==> config.mk <==
export PLATFORM = sky130hd
export DESIGN_NAME = seq_multiplier_param
export DESIGN_NICKNAME = d
export VERILOG_FILES = /design/src/rtl/seq_multiplier_param.sv
export SDC_FILE = /design/constraint.sdc
export NUM_CORES = 1
export LEC_CHECK = 0
export ABC_CLOCK_PERIOD_IN_PS = 4510
export CORE_ASPECT_RATIO = 0.5
export CORE_MARGIN = 2
export CORE_UTILIZATION = 45
export CTS_BUF_LIST = sky130_fd_sc_hd__clkbuf_2 sky130_fd_sc_hd__clkbuf_4 sky130_fd_sc_hd__clkbuf_8
export CTS_CLUSTER_DIAMETER = 50
export CTS_CLUSTER_SIZE = 24
export DETAILED_ROUTE_END_ITERATION = 12
export PLACE_DENSITY = 0.7
export SLEW_MARGIN = 5
export SYNTH_ARGS = -nofsm -noshare
export SYNTH_HDL_FRONTEND = slang
export SYNTH_SLANG_ARGS = --single-unit
==> constraint.sdc <==
create_clock -name clk -period 4.51 [get_ports clk]
set_input_delay 1.353 -clock clk [delete_from_list [all_inputs] [get_ports clk]]
set_output_delay 1.353 -clock clk [all_outputs]
set_load 0.03 [all_outputs]
==> src/rtl/seq_multiplier_param.sv <==
// Parametrised shift-add multiplier: FSM, datapath and iteration counter.
// Signed operands handled as sign-magnitude, with optional early termination.
module seq_multiplier_param #(
  parameter int WIDTH      = 8,
  parameter bit EARLY_EXIT = 1'b0
) (
  input  logic               clk,
  input  logic               reset,
  input  logic               start,
  input  logic               signed_mode,
  input  logic [WIDTH-1:0]   multiplicand,
  input  logic [WIDTH-1:0]   multiplier,
  output logic               ready,
  output logic               busy,
  output logic               done,
  output logic [2*WIDTH-1:0] product
);

  localparam int CW = $clog2(WIDTH + 1);
  localparam logic [CW-1:0] CNT_INIT = CW'(WIDTH);

  typedef enum logic [1:0] {
    S_IDLE,
    S_CALC,
    S_FIX,
    S_DONE
  } state_t;

  state_t state;
  state_t state_nx;

  logic [WIDTH-1:0]   mcand;
  logic [WIDTH-1:0]   mplr;
  logic [WIDTH-1:0]   acc_hi;
  logic [WIDTH-1:0]   acc_lo;
  logic [CW-1:0]      count;
  logic               neg;

  logic [WIDTH:0]     sum;
  logic [WIDTH-1:0]   acc_hi_nx;
  logic [WIDTH-1:0]   acc_lo_nx;
  logic [WIDTH-1:0]   mplr_nx;
  logic [CW-1:0]      count_nx;
  logic               calc_last;
  logic [WIDTH-1:0]   a_abs;
  logic [WIDTH-1:0]   b_abs;
  logic [2*WIDTH-1:0] p_raw;
  logic [2*WIDTH-1:0] p_algn;

  // State register
  always_ff @(posedge clk) begin
    if (reset) begin
      state <= S_IDLE;
    end else begin
      state <= state_nx;
    end
  end

  // Next-state decode
  always_comb begin
    state_nx = state;
    unique case (state)
      S_IDLE: if (start) state_nx = S_CALC;
      S_CALC: if (calc_last) state_nx = S_FIX;
      S_FIX:  state_nx = S_DONE;
      S_DONE: state_nx = S_IDLE;
      default: state_nx = S_IDLE;
    endcase
  end

  // One shift-add step, operand magnitudes and result alignment
  always_comb begin
    a_abs = multiplicand;
    b_abs = multiplier;
    if (signed_mode && multiplicand[WIDTH-1]) a_abs = -multiplicand;
    if (signed_mode && multiplier[WIDTH-1])   b_abs = -multiplier;
    sum       = {1'b0, acc_hi} + (mplr[0] ? {1'b0, mcand} : '0);
    acc_hi_nx = sum[WIDTH:1];
    acc_lo_nx = {sum[0], acc_lo[WIDTH-1:1]};
    mplr_nx   = {acc_lo[0], mplr[WIDTH-1:1]};
    count_nx  = count - CW'(1);
    calc_last = (count_nx == '0) || (EARLY_EXIT && (mplr_nx == '0));
    p_raw     = {acc_hi, acc_lo};
    p_algn    = p_raw >> count;
  end

  // Operand capture, iteration and result register
  always_ff @(posedge clk) begin
    if (reset) begin
      mcand   <= '0;
      mplr    <= '0;
      acc_hi  <= '0;
      acc_lo  <= '0;
      count   <= '0;
      neg     <= 1'b0;
      product <= '0;
    end else begin
      unique case (state)
        S_IDLE: begin
          if (start) begin
            mcand  <= a_abs;
            mplr   <= b_abs;
            neg    <= signed_mode &
                      (multiplicand[WIDTH-1] ^ multiplier[WIDTH-1]);
            acc_hi <= '0;
            acc_lo <= '0;
            count  <= CNT_INIT;
          end
        end
        S_CALC: begin
          acc_hi <= acc_hi_nx;
          acc_lo <= acc_lo_nx;
          mplr   <= mplr_nx;
          count  <= count_nx;
        end
        S_FIX: begin
          product <= neg ? -p_algn : p_algn;
        end
        S_DONE: begin
        end
        default: begin
        end
      endcase
    end
  end

  assign ready = (state == S_IDLE);
  assign busy  = (state == S_CALC) || (state == S_FIX);
  assign done  = (state == S_DONE);

endmodule
==> results_dict.tcl, run 1 <==
set metrics [dict create \
    status "finished clean" \
    cp.arrival_ps 4010 \
    synth_edf_count 0 \
    clkLatencyLatePin_ps 320 \
    drv_cap 0 \
    leakagePower_nw 1.69 \
    clkTransAtPathRegs_ps 100 \
    cts_resized 0 \
    h-tree-depth 2 \
    place.gp.congestion 0.894 \
    tns_ps 0 \
    grt_pass1_wl_um 15100 \
    synthFlopType "dfxtp_1" \
    ant_nets 0 \
    path_class "reg2reg" \
    synthTopCellsByArea "dfxtp_1 28%, mux4_2 6.3%, nor2_1 5.7%" \
    synth_most_common_cell "nor2_1" \
    row_count 24 \
    fill_cells 833 \
    drv_slew 0 \
    synth_area_per_cell_um2 8.20 \
    cts-buffers-inserted 5 \
    yosysWarnings 0 \
    wl_um 9040 \
    grt_pass1_vias 3159 \
    diodes 0 \
    nNetsFinal 539 \
    yosys_register_bits 55 \
    cp.required_ps 4740 \
    pin_count 39 \
    start_kind "flip-flop" \
    drive_above_1_share_pct 6.99 \
    grt_usage_pct 19.6 \
    ys_top_cells_by_count "60 x nor2_1, 55 x dfxtp_1, 49 x nand2_1" \
    core_area_um2 8590 \
    rsz0062_at_grt "no" \
    ys_seq_area_share_pct 28.0 \
    drt-wirelength-per-cell_um 14.6 \
    synthArstFlopShare_pct 0 \
    finalSetupViolations 0 \
    grt_max_degree 39 \
    ys_types 58 \
    relSlewSlack_pct 22.1 \
    die_x_um 136 \
    cp_max_fo 21 \
    min-delay-path-class "reg2reg" \
    hold_buffers 0 \
    synth_cells 480 \
    dp_slack_ps 792 \
    period_needed_ps 3790 \
    post_cts_buffers 0 \
    die_h_um 70.1 \
    tightest_slew_ps 1160 \
    drc 0 \
    syn-num-nets 518 \
    ctsLongestPathBuffers 2 \
    fin_crit_sh_pct 84.0 \
    vdd_drop_max_mv 0.229 \
    cts-root-buf "clkbuf_8" \
    fmax_mhz 264 \
    viasPerCell 5.69 \
    netlist_area_um2 3940 \
    synth_top_area_share_pct 28.0 \
    cts_tree "built" \
    place_hpwl_um 6770 \
    antenna_found_initial 0 \
    hold_viol 0 \
    drtPass1Iterations 4 \
    power.density_nw_per_um2 476 \
    cp-end-kind "flip-flop" \
    drtIter0Drc 266 \
    cts.sinks 55 \
    die_area_um2 9550 \
    initial_core_util_pct 45.8 \
    finClkSkew_ps 11.7 \
    syn_to_final_growth_pct 12.8 \
    port_buffers 38 \
    setup_ws_ps 723 \
    vias 3514 \
    overflow 0 \
    yosysTopAreaCell "dfxtp_1" \
]
==> state kept, by name, summed over array words and instances, names as in the netlist <==
| name | flops |
|---|---|
| state | 2 |
| acc_lo | 8 |
| mplr | 8 |
| neg | 1 |
| acc_hi | 8 |
| count | 4 |
| mcand | 8 |
| product | 16 |
==> logic make-up (layout without fill, tap and decap cells) <==
family	Yosys count	after routing	share of synthesized area [%]
buf+inv	46	67	5.15
xor+xnor	24	24	5.34
fa+ha+maj	18	18	5.91
mux	40	40	14.0
flops	55	55	28.0
simple gates	166	166	19.1
compound gates	131	131	22.6
==> cells in the final DEF (no fill, tap or decap), types with 3 or more instances in the layout <==
cell type,n
nor2_1,60
dfxtp_1,55
nand2_1,49
clkdlybuf4s50_1,37
a21oi_1,28
mux2i_1,20
o21ai_0,19
ha_1,17
inv_1,15
a22oi_1,15
xnor2_1,12
xor2_1,12
a211oi_1,12
mux4_2,11
nand3_1,11
nor3_1,11
and2_1,9
a21o_1,6
o21bai_1,6
a31oi_1,6
mux2_2,5
or3_1,5
a311oi_1,5
o41ai_1,5
clkbuf_8,5
buf_4,5
nand2b_1,4
mux2_1,4
o211ai_1,4
and3_1,3
o31a_1,3
o221ai_1,3
o31ai_1,3
==> final cells by class <==
cell class,count,area [um2],area share (%)
Inverter,17,63.8,1.44
Sequential cell,55,1100,24.8
Clock inverter,2,16.3,0.366
Tap cell,117,146,3.30
Clock buffer,5,68.8,1.55
Multi-Input combinational cell,379,2630,59.3
Timing Repair Buffer,43,413,9.30
==> power by group <==
part           total, mW  internal [mW]  switching [mW]
Combinational       1.10          0.431           0.672
Clock              0.276          0.109           0.167
Sequential         0.737          0.594           0.143
==> metrics by stage <==
step	instances	hold WS (ps)	total power, mW	utilization, %	cell area, um2
finish	618	456	2.12	51.7	4440
global route	618	491	2.29	51.7	4440
CTS	618	460	2.13	51.7	4440
detailed placement	611	446	1.84	50.7	4360
global placement	611	437	1.83	50.7	4360
floorplan	480	427	1.55	-	3940
==> critical path, cell delays in order (launching register included) <==
cell and delay (ps):
dfxtp_1 900, mux4_2 610, mux2_2 290, o21ai_0 250, ha_1 240, o21ai_0 250
or3_1 390, or4_1 520, a311oi_1 240
==> metal layers <==
layer  track usage, %  routed length [um]  vias up
li1                 -                   -     1792
met1             28.1                4500     1608
met5                0                   0        -
met2             30.4                3920       98
met4             4.05                 146        0
met3             4.14                 477       16
==> path summary, 6_finish.rpt <==
kind	slack (ps)	start	cells after the start	end
setup / recovery	720	count[1]$_SDFFE_PP0P_	8	product[14]$_SDFFE_PP0P_
hold / removal	460	mcand[6]$_SDFFE_PP0P_	2	mcand[6]$_SDFFE_PP0P_
setup reg to reg	720	count[1]$_SDFFE_PP0P_	8	product[14]$_SDFFE_PP0P_
hold reg to reg	460	mcand[6]$_SDFFE_PP0P_	2	mcand[6]$_SDFFE_PP0P_
Power figures use the tool's default switching activity.
==> run 2: changes to the inputs <==
ABC_CLOCK_PERIOD_IN_PS = 3400   (was 4510)
PLACE_DENSITY = 0.73   (was 0.7)
clock period = 3.4 ns   (was 4.51 ns; I/O delays follow)
==> run 2 against run 1 <==
Compared with the run above:
- final area increased by 2.9%
- cell count increased by 2.6%
- first-iteration DRC count decreased by 20%
- worst hold slack improved by 3.6 ps
- register-to-register slack got worse by 530 ps
- clock power increased by 48%
- clock-buffer cell count increased by 1
- critical endpoint unchanged
- highest routed layer unchanged
==> results_dict.tcl, run 2 (synthesis results as in run 1) <==
set metrics [dict create \
    vias 3601 \
    path_cells "buf_4, mux2i_1, buf_4, mux2_2, o221ai_1, or2_1, or3_1, or4_1, a311oi_1" \
    status "finished clean" \
    cp.required_ps 3650 \
    core_area_um2 8590 \
    hold_viol 0 \
    top_register "product" \
    vdd_drop_max_mv 0.304 \
    fmax_mhz 312 \
    whs_endpoint "mplr[3]$_SDFFE_PP0P_" \
    diodes 0 \
    cts.sinks 55 \
    cpLargestDelayFamily "simple AND/OR/NAND/NOR gates" \
    cp.arrival_ps 3460 \
    place_hpwl_um 7080 \
    ff_latch_area_um2 1100 \
    ff2ff_setup_slack_ps 190 \
    place.gp.congestion 0.931 \
    row_count 24 \
    fin_crit_sh_pct 94.4 \
    start_kind "flip-flop" \
    hold_path_depth 2 \
    drv_slew 0 \
    power.density_nw_per_um2 642 \
    relSlewSlack_pct 20.2 \
    design_area_um2 4570 \
    drv_cap 0 \
    post_cts_buffers 0 \
    cts_tree "built" \
    finalSetupViolations 0 \
    die_x_um 136 \
    crit_path_frequent_cell "buf_4" \
    cts-buffers-inserted 5 \
    setup_ws_ps 192 \
    max_stage_delay_ps 530 \
    cp-end-kind "flip-flop" \
    cts-root-buf "clkbuf_8" \
    grt_pass1_vias 3311 \
    path_buf_inv 2 \
    grt_max_degree 41 \
    viasPerCell 5.68 \
    layout_common_cells "60 x nor2_1, 55 x dfxtp_1, 49 x nand2_1, 37 x clkdlybuf4s50_1, 28 x a21oi_1" \
    tightest_slew_ps 1180 \
    drt-wirelength-per-cell_um 14.6 \
    clkLatencyLatePin_ps 330 \
    pin_count 39 \
    ant_nets 0 \
    drtPass1Iterations 4 \
    final_common_cell "nor2_1" \
    ctsLongestPathBuffers 2 \
    clkTransAtPathRegs_ps 110 \
    h-tree-depth 2 \
    antenna_found_initial 0 \
    drtIter0Drc 214 \
    largest_reg_flops 16 \
    rsz0062_at_grt "no" \
    dpl_cell_area_um2 4470 \
    cpMaxStageDelayCell "or4_1" \
    reg2reg_depth 9 \
    cts_resized 0 \
    cp_max_fo 18 \
    leakagePower_nw 1.78 \
    r2r_end "product[14]$_SDFFE_PP0P_" \
    die_area_um2 9550 \
    dp_slack_ps 254 \
    syn_to_final_growth_pct 16.2 \
    finClkSkew_ps 12.5 \
    multiInputGateArea_um2 2630 \
    fill_cells 829 \
    min-delay-path-class "reg2reg" \
    grt_usage_pct 20.2 \
    die_h_um 70.1 \
    period_needed_ps 3210 \
    overflow 0 \
    hold_buffers 0 \
    rr_startpoint "count[1]$_SDFFE_PP0P_" \
    path_class "reg2reg" \
    drc 0 \
    initial_core_util_pct 45.8 \
    wl_um 9230 \
    port_buffers 38 \
    grt_pass1_wl_um 15700 \
    nNetsFinal 554 \
    tns_ps 0 \
    hold_start "mplr[3]$_SDFFE_PP0P_" \
    drive_above_1_share_pct 9.86 \
]
[run 2: cell count changes in the layout (fill, tap and decap cells not counted)]
cell | previous run | this run
inv_6 | 1 | 0
inv_8 | 0 | 1
clkbuf_8 | 5 | 6
clkinv_4 | 0 | 1
buf_4 | 5 | 20
clkinvlp_4 | 1 | 0
[run 2: worst max-delay path by stage]
stage / startpoint / to / slack, ps / depth (start not counted)
finish: count[1]$_SDFFE_PP0P_ / product[14]$_SDFFE_PP0P_ / 190 / 9
global route: count[1]$_SDFFE_PP0P_ / product[14]$_SDFFE_PP0P_ / 10 / 9
CTS: count[1]$_SDFFE_PP0P_ / product[14]$_SDFFE_PP0P_ / 220 / 9
detailed placement: count[1]$_SDFFE_PP0P_ / product[14]$_SDFFE_PP0P_ / 250 / 9
global placement: count[1]$_SDFFE_PP0P_ / product[14]$_SDFFE_PP0P_ / 350 / 10
floorplan: count[1]$_SDFFE_PP0P_ / product[14]$_SDFFE_PP0P_ / 260 / 10
[run 2: through the flow]
stage	util, %	hold WS, ps	total power, mW	instances
3_3_place_gp	52.0	438	2.52	626
6_report	53.2	460	2.94	634
2_1_floorplan	-	427	2.06	480
5_1_grt	53.2	485	3.16	634
4_1_cts	53.2	462	2.94	634
3_5_place_dp	52.0	447	2.54	626
[run 2: metal layers]
layer | global-route usage, % | up-vias | routed length (um)
met1 | 29.2 | 1688 | 4690
met4 | 4.86 | 0 | 121
met5 | 0 | - | 0
met2 | 31.0 | 85 | 3960
met3 | 4.14 | 11 | 457
li1 | - | 1817 | -
[run 2: power by group]
| part | internal (mW) | switching (mW) |
|---|---|---|
| logic | 0.640 | 0.969 |
| registers | 0.788 | 0.131 |
| clock network | 0.172 | 0.236 |
| total | 1.60 | 1.34 |
[run 2: tightest hold or removal path, stage by stage, from the launching register on]
cell and delay [ps]:
dfxtp_1 330, nand2_1 50, a21oi_1 50
[run 2: cell type report]
class / count / share of cell area (%)
Multi-Input combinational cell: 379 / 57.6
Sequential cell: 55 / 24.1
Timing Repair Buffer: 58 / 11.5
Tap cell: 117 / 3.20
Clock buffer: 6 / 1.81
Inverter: 17 / 1.40
Clock inverter: 2 / 0.438
